File: config.mk
export PLATFORM = sky130hd
export DESIGN_NAME = gr_wb_arbiter
export DESIGN_NICKNAME = d
export VERILOG_FILES = /design/src/rtl/gr_wb_arbiter_pkg.sv /design/src/rtl/gr_wb_arbiter_rr_arbiter.sv /design/src/rtl/gr_wb_arbiter.sv
export SDC_FILE = /design/constraint.sdc
export NUM_CORES = 1
export LEC_CHECK = 0
export ABC_CLOCK_PERIOD_IN_PS = 3100
export CORE_MARGIN = 2
export CORE_UTILIZATION = 35
export DETAILED_ROUTE_END_ITERATION = 7
export PLACE_DENSITY = 0.76
export REMOVE_ABC_BUFFERS = 1
export SLEW_MARGIN = 20
export SYNTH_ARGS = -nofsm -noshare
export SYNTH_HDL_FRONTEND = slang
export SYNTH_HIERARCHICAL = 1
export SYNTH_SLANG_ARGS = --single-unit
File: constraint.sdc
create_clock -name clk -period 3.1 [get_ports clk]
set_input_delay 0.31 -clock clk [delete_from_list [all_inputs] [get_ports clk]]
set_output_delay 0.31 -clock clk [all_outputs]
set_load 0.01 [all_outputs]
File: src/rtl/gr_wb_arbiter_pkg.sv
// Shared constants and helpers for the GR writeback arbiter.
package gr_wb_arbiter_pkg;

  // Default GR file geometry.
  localparam int unsigned GrAw = 5;
  localparam int unsigned GrDw = 32;

  // Conventional requester slot assignment in the default three-source build.
  typedef enum logic [1:0] {
    ReqAlu    = 2'd0,
    ReqLsu    = 2'd1,
    ReqMulDiv = 2'd2
  } wb_src_e;

  // Round-robin successor of idx among n slots.
  function automatic int unsigned rr_next(input int unsigned idx, input int unsigned n);
    return (idx + 1 >= n) ? 0 : idx + 1;
  endfunction

endpackage

File: src/rtl/gr_wb_arbiter_rr_arbiter.sv
// Combinational round-robin picker: the first request at or above ptr (mod NREQ) wins.
module gr_wb_arbiter_rr_arbiter #(
  parameter int unsigned NREQ = 3,
  parameter int unsigned PW   = $clog2(NREQ)
) (
  input  logic [NREQ-1:0] req,
  input  logic [PW-1:0]   ptr,
  input  logic            en,
  output logic [NREQ-1:0] gnt,
  output logic [PW-1:0]   gnt_idx
);

  // Scan NREQ slots starting at ptr; at most one grant bit is ever set.
  always_comb begin
    int unsigned idx;
    logic        found;
    gnt     = '0;
    gnt_idx = '0;
    found   = 1'b0;
    idx     = 0;
    for (int k = 0; k < int'(NREQ); k++) begin
      idx = (32'(ptr) + 32'(k)) % NREQ;
      if (en && !found && req[idx]) begin
        gnt[idx] = 1'b1;
        gnt_idx  = PW'(idx);
        found    = 1'b1;
      end
    end
  end

endmodule

File: src/rtl/gr_wb_arbiter.sv
// GR write-port arbiter: round-robin among NREQ writeback sources, winner registered into a
// one-stage write latch feeding the GR file. Writes to r0 are accepted but never enabled.
// Optional read-side forwarding of the latched write is built when GR_WB_FWD_EN is defined.
module gr_wb_arbiter
  import gr_wb_arbiter_pkg::*;
#(
  parameter int unsigned NREQ = 3,
  parameter int unsigned AW   = GrAw,
  parameter int unsigned DW   = GrDw
) (
  input  logic              clk,
  input  logic              rst_n,
  input  logic              wb_hold,
  input  logic [NREQ-1:0]   req_valid,
  output logic [NREQ-1:0]   req_ready,
  input  logic [NREQ*AW-1:0] req_addr,
  input  logic [NREQ*DW-1:0] req_data,
  output logic              gr_we,
  output logic [AW-1:0]     gr_waddr,
  output logic [DW-1:0]     gr_wdata,
  output logic              wb_busy
`ifdef GR_WB_FWD_EN
  ,
  input  logic [AW-1:0]     fwd_raddr1,
  input  logic [AW-1:0]     fwd_raddr2,
  input  logic [AW-1:0]     fwd_raddr3,
  output logic [2:0]        fwd_hit,
  output logic [DW-1:0]     fwd_data
`endif
);

  localparam int unsigned PW = $clog2(NREQ);

  logic [PW-1:0]   rr_ptr_q, rr_ptr_d;
  logic            gr_we_q, gr_we_d;
  logic [AW-1:0]   gr_waddr_q, gr_waddr_d;
  logic [DW-1:0]   gr_wdata_q, gr_wdata_d;
  logic            wb_busy_q, wb_busy_d;

  logic            grant_en;
  logic            xfer;
  logic [NREQ-1:0] gnt;
  logic [PW-1:0]   gnt_idx;
  logic [AW-1:0]   win_addr;
  logic [DW-1:0]   win_data;

  // Reset gating keeps ready low while rst_n is asserted, independent of the registers.
  assign grant_en = rst_n & ~wb_hold;

  gr_wb_arbiter_rr_arbiter #(
    .NREQ (NREQ),
    .PW   (PW)
  ) u_rr (
    .req     (req_valid),
    .ptr     (rr_ptr_q),
    .en      (grant_en),
    .gnt     (gnt),
    .gnt_idx (gnt_idx)
  );

  assign req_ready = gnt;
  assign xfer      = |(req_valid & gnt);
  assign win_addr  = req_addr[int'(gnt_idx)*AW +: AW];
  assign win_data  = req_data[int'(gnt_idx)*DW +: DW];

  // Next-state: pointer advance, write latch load and stall indication.
  always_comb begin
    rr_ptr_d   = rr_ptr_q;
    gr_we_d    = 1'b0;
    gr_waddr_d = gr_waddr_q;
    gr_wdata_d = gr_wdata_q;
    wb_busy_d  = |(req_valid & ~gnt);
    if (xfer) begin
      rr_ptr_d   = PW'(rr_next(32'(gnt_idx), NREQ));
      // r0 is hardwired to zero: consume the request but suppress the write.
      gr_we_d    = (win_addr != '0);
      gr_waddr_d = win_addr;
      gr_wdata_d = win_data;
    end
  end

  // State registers; async reset also discards any pending latched write.
  always_ff @(posedge clk or negedge rst_n) begin
    if (!rst_n) begin
      rr_ptr_q   <= '0;
      gr_we_q    <= 1'b0;
      gr_waddr_q <= '0;
      gr_wdata_q <= '0;
      wb_busy_q  <= 1'b0;
    end else begin
      rr_ptr_q   <= rr_ptr_d;
      gr_we_q    <= gr_we_d;
      gr_waddr_q <= gr_waddr_d;
      gr_wdata_q <= gr_wdata_d;
      wb_busy_q  <= wb_busy_d;
    end
  end

  assign gr_we    = gr_we_q;
  assign gr_waddr = gr_waddr_q;
  assign gr_wdata = gr_wdata_q;
  assign wb_busy  = wb_busy_q;

`ifdef GR_WB_FWD_EN
  // Bypass the in-flight write to readers; GR file reads are not internally bypassed.
  always_comb begin
    fwd_hit    = '0;
    fwd_hit[0] = gr_we_q & (gr_waddr_q == fwd_raddr1) & (fwd_raddr1 != '0);
    fwd_hit[1] = gr_we_q & (gr_waddr_q == fwd_raddr2) & (fwd_raddr2 != '0);
    fwd_hit[2] = gr_we_q & (gr_waddr_q == fwd_raddr3) & (fwd_raddr3 != '0);
  end

  assign fwd_data = gr_wdata_q;
`endif

endmodule

# After elaboration in Yosys (flattened, before gate mapping)

Index checks and enable logic that the tools add are counted.

Register bits: 41
Input port bits: 117
Output and inout port bits: 42
Logic and storage cells: 63

Add/sub/neg operators: 3
Multipliers: 1
Divide/modulo/power cells: 3
Order comparisons: 7
Shift-type cells: 2
Mux-type cells: 22
Bitwise gates (word level): 7
Reductions and logical operators: 13

Operator list:

| cell                  | number |
|---|---|
| $ge 32x1->1 const B   | 3 |
| $lt 32x3->1 const B   | 3 |
| $shiftx 96x8->32      | 1 |
| $mod 32x2->32 const B | 2 |
| $mod 2x2->32 const B  | 1 |
| $shiftx 15x6->5       | 1 |
| $mux 1                | 9 |
| $mux 3                | 3 |
| $logic_and 1x1->1     | 8 |
| $mux 2                | 4 |
| $add 2x1->3 const B   | 2 |
| $and 3x3->3           | 2 |
| $bmux 1 s2            | 3 |
| $demux 1 s2           | 3 |
| $or 3x3->3            | 2 |
| $reduce_or 3->1       | 2 |
| $mul 2x3->5 const B   | 1 |
| $reduce_bool 5->1     | 1 |
| $add 2x2->3 const B   | 1 |
| $ge 3x2->1 const B    | 1 |
| $not 3->3             | 1 |
| $logic_not 1->1       | 2 |
| $and 1x1->1           | 1 |
| $not 1->1             | 1 |

# Depth between registers and ports, before layout

Word-level depth: 17
Depth in mapped cells: 12
Gate-level depth less buffers: 10

# Cells and area by module

The synthesis kept the hierarchy.

By module, submodules not included:

| module                   | times used | cells an instance | area each (µm²) | seq. area each (µm²) |
|---|---|---|---|---|
| gr_wb_arbiter            | 1          | 258               | 2264.7          | 1026.0 |
| gr_wb_arbiter_rr_arbiter | 1          | 37                | 269.0           | 0.0 |

# Least setup slack after synthesis

No wires, ideal clock.

Path type: reg-to-reg
From: register rr_ptr_q[0]
To: register gr_wdata_q[0] (netlist: gr_wdata[0])
Setup time: 0.077 ns
Arrival: 2.416 ns
Data required time: 3.023 ns
Setup slack: 0.607 ns
Cell stages (with the launch flop): 12
Path buffers: 1
Period minus slack after synthesis: 2.493 ns
Cells stage by stage: dfrtp_1 -> inv_1 -> ha_1 -> nor3b_2 -> nand2_1 -> a211o_1 -> a21boi_1 -> a22oi_1 -> nand2_2 -> clkbuf_1 -> nor2_1 -> a21oi_1

Cells in the longest elaborated chain, start to end: 15
Elaborated cells on any way between the ends: 46
Those cells by class: add/sub: 2; div: 3; order compare: 6; shift: 1; mux: 20; bitwise: 3; reduce/logical: 11

RTL lines:

| element                                                | line                           | source |
|---|---|---|
| start, declared                                        | gr_wb_arbiter.sv:34            | `logic [PW-1:0] rr_ptr_q, rr_ptr_d;` |
| start signal, assigned                                 | gr_wb_arbiter.sv:91            | `rr_ptr_q <= rr_ptr_d;` |
| branches (longest 12 deep; another with $mod 32x2->32) | n/a                            |  |
| $mux 3 (*)                                             | gr_wb_arbiter_rr_arbiter.sv:23 | `if (en && !found && req[idx]) begin` |
| named net req_ready[1]                                 | gr_wb_arbiter.sv:15            | `output logic [NREQ-1:0] req_ready,` |
| $and 3x3->3 (*)                                        | gr_wb_arbiter.sv:62            | `assign xfer = \|(req_valid & gnt);` |
| $reduce_or 3->1 (*)                                    | gr_wb_arbiter.sv:62            |  |
| end signal, assigned                                   | gr_wb_arbiter.sv:94            | `gr_wdata_q <= gr_wdata_d;` |
| end, declared                                          | gr_wb_arbiter.sv:37            | `logic [DW-1:0] gr_wdata_q, gr_wdata_d;` |

Mark *: on every way through the listed nets, which the timed path passes. The select of a mux whose other input is x is not followed.
A chain may end at the register's enable or synchronous reset.

# Worst setup path in the final report

From: register rr_ptr_q[0]
To: output req_ready[1]

Cells in the longest elaborated chain, start to end: 13
Elaborated cells on any way between the ends: 40
Those cells by class: add/sub: 2; div: 3; order compare: 6; mux: 17; bitwise: 2; reduce/logical: 10

RTL lines:

| element                                                | line |
|---|---|
| branches (longest 12 deep; another with $mod 32x2->32) | n/a |
| $mux 3 (*)                                             | gr_wb_arbiter_rr_arbiter.sv:23 |
| end, declared                                          | gr_wb_arbiter.sv:15 |

Mark *: on every way between the ends. The select of a mux whose other input is x is not followed.

==> results.toml <==
[status]
status = "completed"

[place]
detailedPlace.worstSlack_ns = 0.332
dp_hpwl_mm = 6.01
placed_area_sq_mm = 0.00426
gp_congestion = 0.842
numPortBuffers = 158

[final_layout]
regArea_sq_mm = 0.00103
finalNetCount = 571
layout-drive-gt1-share = 0.0665
antenna_cells = 0
area_delta_synth_final_pct = 72.9
fin_area_sq_mm = 0.00438
multiInputGateArea_sq_mm = 0.00143
fillCellCount = 671

[yosys]
synth.largest_area_cell = "dfrtp_1"
synth_warnings = 6
synth_area_leaders = "dfrtp_1 40%, mux2i_1 15%, a21oi_1 14%, nor2_1 11%, ha_1 2.0%"
synth_most_common_cell = "nor2_1"
synthTopCellsByCount = "72 x nor2_1, 70 x a21oi_1, 41 x dfrtp_1"
synth-seq-cells = 41
synth_cells = 295
synth_cell_types = 37
synthFlopType = "dfrtp_1"
synth_edf_count = 0
yosysTopAreaCellShare = 0.405
synth_seq_area_share = 0.405
synth.avg_cell_area_sq_um = 8.59
synth-async-reset-ratio = 1.00
synthesis.area_sq_mm = 0.00253

[cts]
h-tree-depth = 2
cts_hold_buf = 0
cts_tree = "built"
cts-buffers-inserted = 5
path_clk_slew_ns = 0.08
insertion_delay_ns = 0.29
cts.sink_count = 41
clock_path_buffers = 2
root_buffer = "clkbuf_8"

[sta]
setup_viol = 0
period_share = 0.949
hold_viol = 0
setup_ws_ns = 0.158
final_max_slew_viol_count = 0
max_freq_ghz = 0.340
grt_setup_unrepaired = "false"
skew_ns = 0.00841
max_slew.worst_pin.slew_ns = 0.531
holdWs_ns = 0.123
slew_headroom = 0.646
period_minus_slack_ns = 2.94

[floorplanning]
die-area_sq_mm = 0.00794
die_h_um = 89.1
ios = 159
core_area_sq_mm = 0.00714
rows = 31
fp.dieW_um = 89.1
start_util = 0.355

[setup_path]
crit_buf_inv = 2
reg2reg_slack_ns = 0.38
r2r_end = "gr_we"
cpPeakStageDelay_ns = 0.57
worst_setup_path_start_kind = "register"
cp_top_family = "buffers and inverters"
cp_max_fo = 7
worstRegToRegCells = 10
crit_required_ns = 2.79
cp_slowest_cell = "clkdlybuf4s50_1"
worst_setup_path_end_kind = "primary output"
path_class = "register to primary output"
path_cells = "inv_1 -> ha_1 -> nor3b_2 -> nand2_1 -> a211o_1 -> a21boi_2 -> clkdlybuf4s50_1"
rr_startpoint = "rr_ptr_q[0]"
arrival_ns = 2.63

[min_path]
hold_path_class = "primary input to asynchronous set/reset pin"

[grt]
grt_max_degree = 59
overflow = 0
gr-usage-all-layers = 0.185
grt_pass1_wl_mm = 11.4
first_global_vias = 2399
antenna_found_initial = 0

[pwr]
peakVddDrop_uv = 281
powerDensity_mw_per_mm2 = 704
power.total_mw = 3.08
p_leak_nw = 1.69

[drt]
via_per_inst = 4.82
postRouteAntennaNets = 0
routedWlPerCell_um = 14.0
dr.pass1.iters = 4
drtIter0Drc = 56
dr_total_vias = 2650
wirelength_mm = 7.70
drc = 0

[flow_run]
maxCapViolCount = 0
-- flip-flops by register name, indices dropped and copies added, names as in the netlist --
register / count
gr_waddr: 5
gr_we: 1
rr_ptr_q: 2
gr_wdata: 32
wb_busy: 1
-- report_power, final --
group | total (mW) | switching [mW] | internal (mW)
sequential | 0.923 | 0.134 | 0.790
clock | 0.391 | 0.185 | 0.206
combinational | 1.77 | 0.821 | 0.947
-- area by class of cell --
type | instances | share of cell area
Multi-Input combinational cell | 230 | 0.325
Inverter | 5 | 0.00428
Clock inverter | 1 | 0.00200
Timing Repair Buffer | 167 | 0.384
Sequential cell | 41 | 0.234
Tap cell | 99 | 0.0283
Clock buffer | 7 | 0.0220
-- worst register-to-register path, cell delays in order (launching register included) --
cell	delay, ns
dfrtp_1	0.40
inv_1	0.08
ha_1	0.40
nor3b_2	0.28
nand2_1	0.08
a211o_1	0.35
a21boi_4	0.15
buf_4	0.40
nor2_1	0.10
a21oi_1	0.23
a41oi_2	0.13
-- worst max-delay path by stage --
| stage | start | to | slack [ns] | cells past startpoint |
|---|---|---|---|---|
| 2_1_floorplan | rr_ptr_q[1] | gr_waddr[2] | -4.81 | 8 |
| 3_3_place_gp | req_valid[1] | req_ready[1] | 0.34 | 6 |
| 3_5_place_dp | req_valid[1] | req_ready[1] | 0.33 | 6 |
| 4_1_cts | rr_ptr_q[1] | req_ready[1] | 0.01 | 7 |
| 5_1_grt | rr_ptr_q[1] | req_ready[1] | 0.03 | 7 |
| 6_report | rr_ptr_q[0] | req_ready[1] | 0.16 | 7 |
-- through the flow --
step                      setup TNS (ns)   util  cells
final                                  0  0.614    550
after global routing                   0  0.614    550
after floorplan                  -183.18      -    276
after CTS                              0  0.611    550
after global placement                 0  0.597    542
after detailed placement               0  0.597    542
-- layout by cell type, fill, tap and decap left out, types with 4 or more instances in the layout --
| master | Yosys | routed |
|---|---|---|
| dfrtp_1 | 41 | 41 |
| buf_4 | 2 | 6 |
| nand2_1 | 10 | 10 |
| nor2_1 | 72 | 72 |
| inv_1 | 5 | 5 |
| mux2i_1 | 38 | 37 |
| clkdlybuf4s50_1 | 0 | 157 |
| clkbuf_8 | 0 | 7 |
| a21oi_1 | 70 | 70 |
| o21ai_0 | 4 | 4 |
-- kinds of logic (layout without fill, tap and decap cells) --
kind of cell	after synthesis	count (layout)	synth area share
multiplexers	41	41	0.163
AO/OA/AOI/OAI	90	90	0.201
buffers and inverters	24	180	0.0523
flip-flops	41	41	0.405
adder cells (fa/ha/maj)	4	4	0.0198
AND/OR/NAND/NOR	95	95	0.158
-- metal layers --
metal | routed length [um] | up-vias | track usage
met5 | 0 | - | 0
met4 | 82 | 0 | 0.0380
met3 | 616 | 7 | 0.0545
met2 | 3940 | 96 | 0.341
met1 | 3060 | 1209 | 0.213
li1 | - | 1338 | -
-- timing repair --
action                     in CTS  in global routing
buffers inserted                0                  0
resized for setup               0                  4
setup endpoints to repair       0                  2
Note: power is estimated with default switching activity, not from simulation.
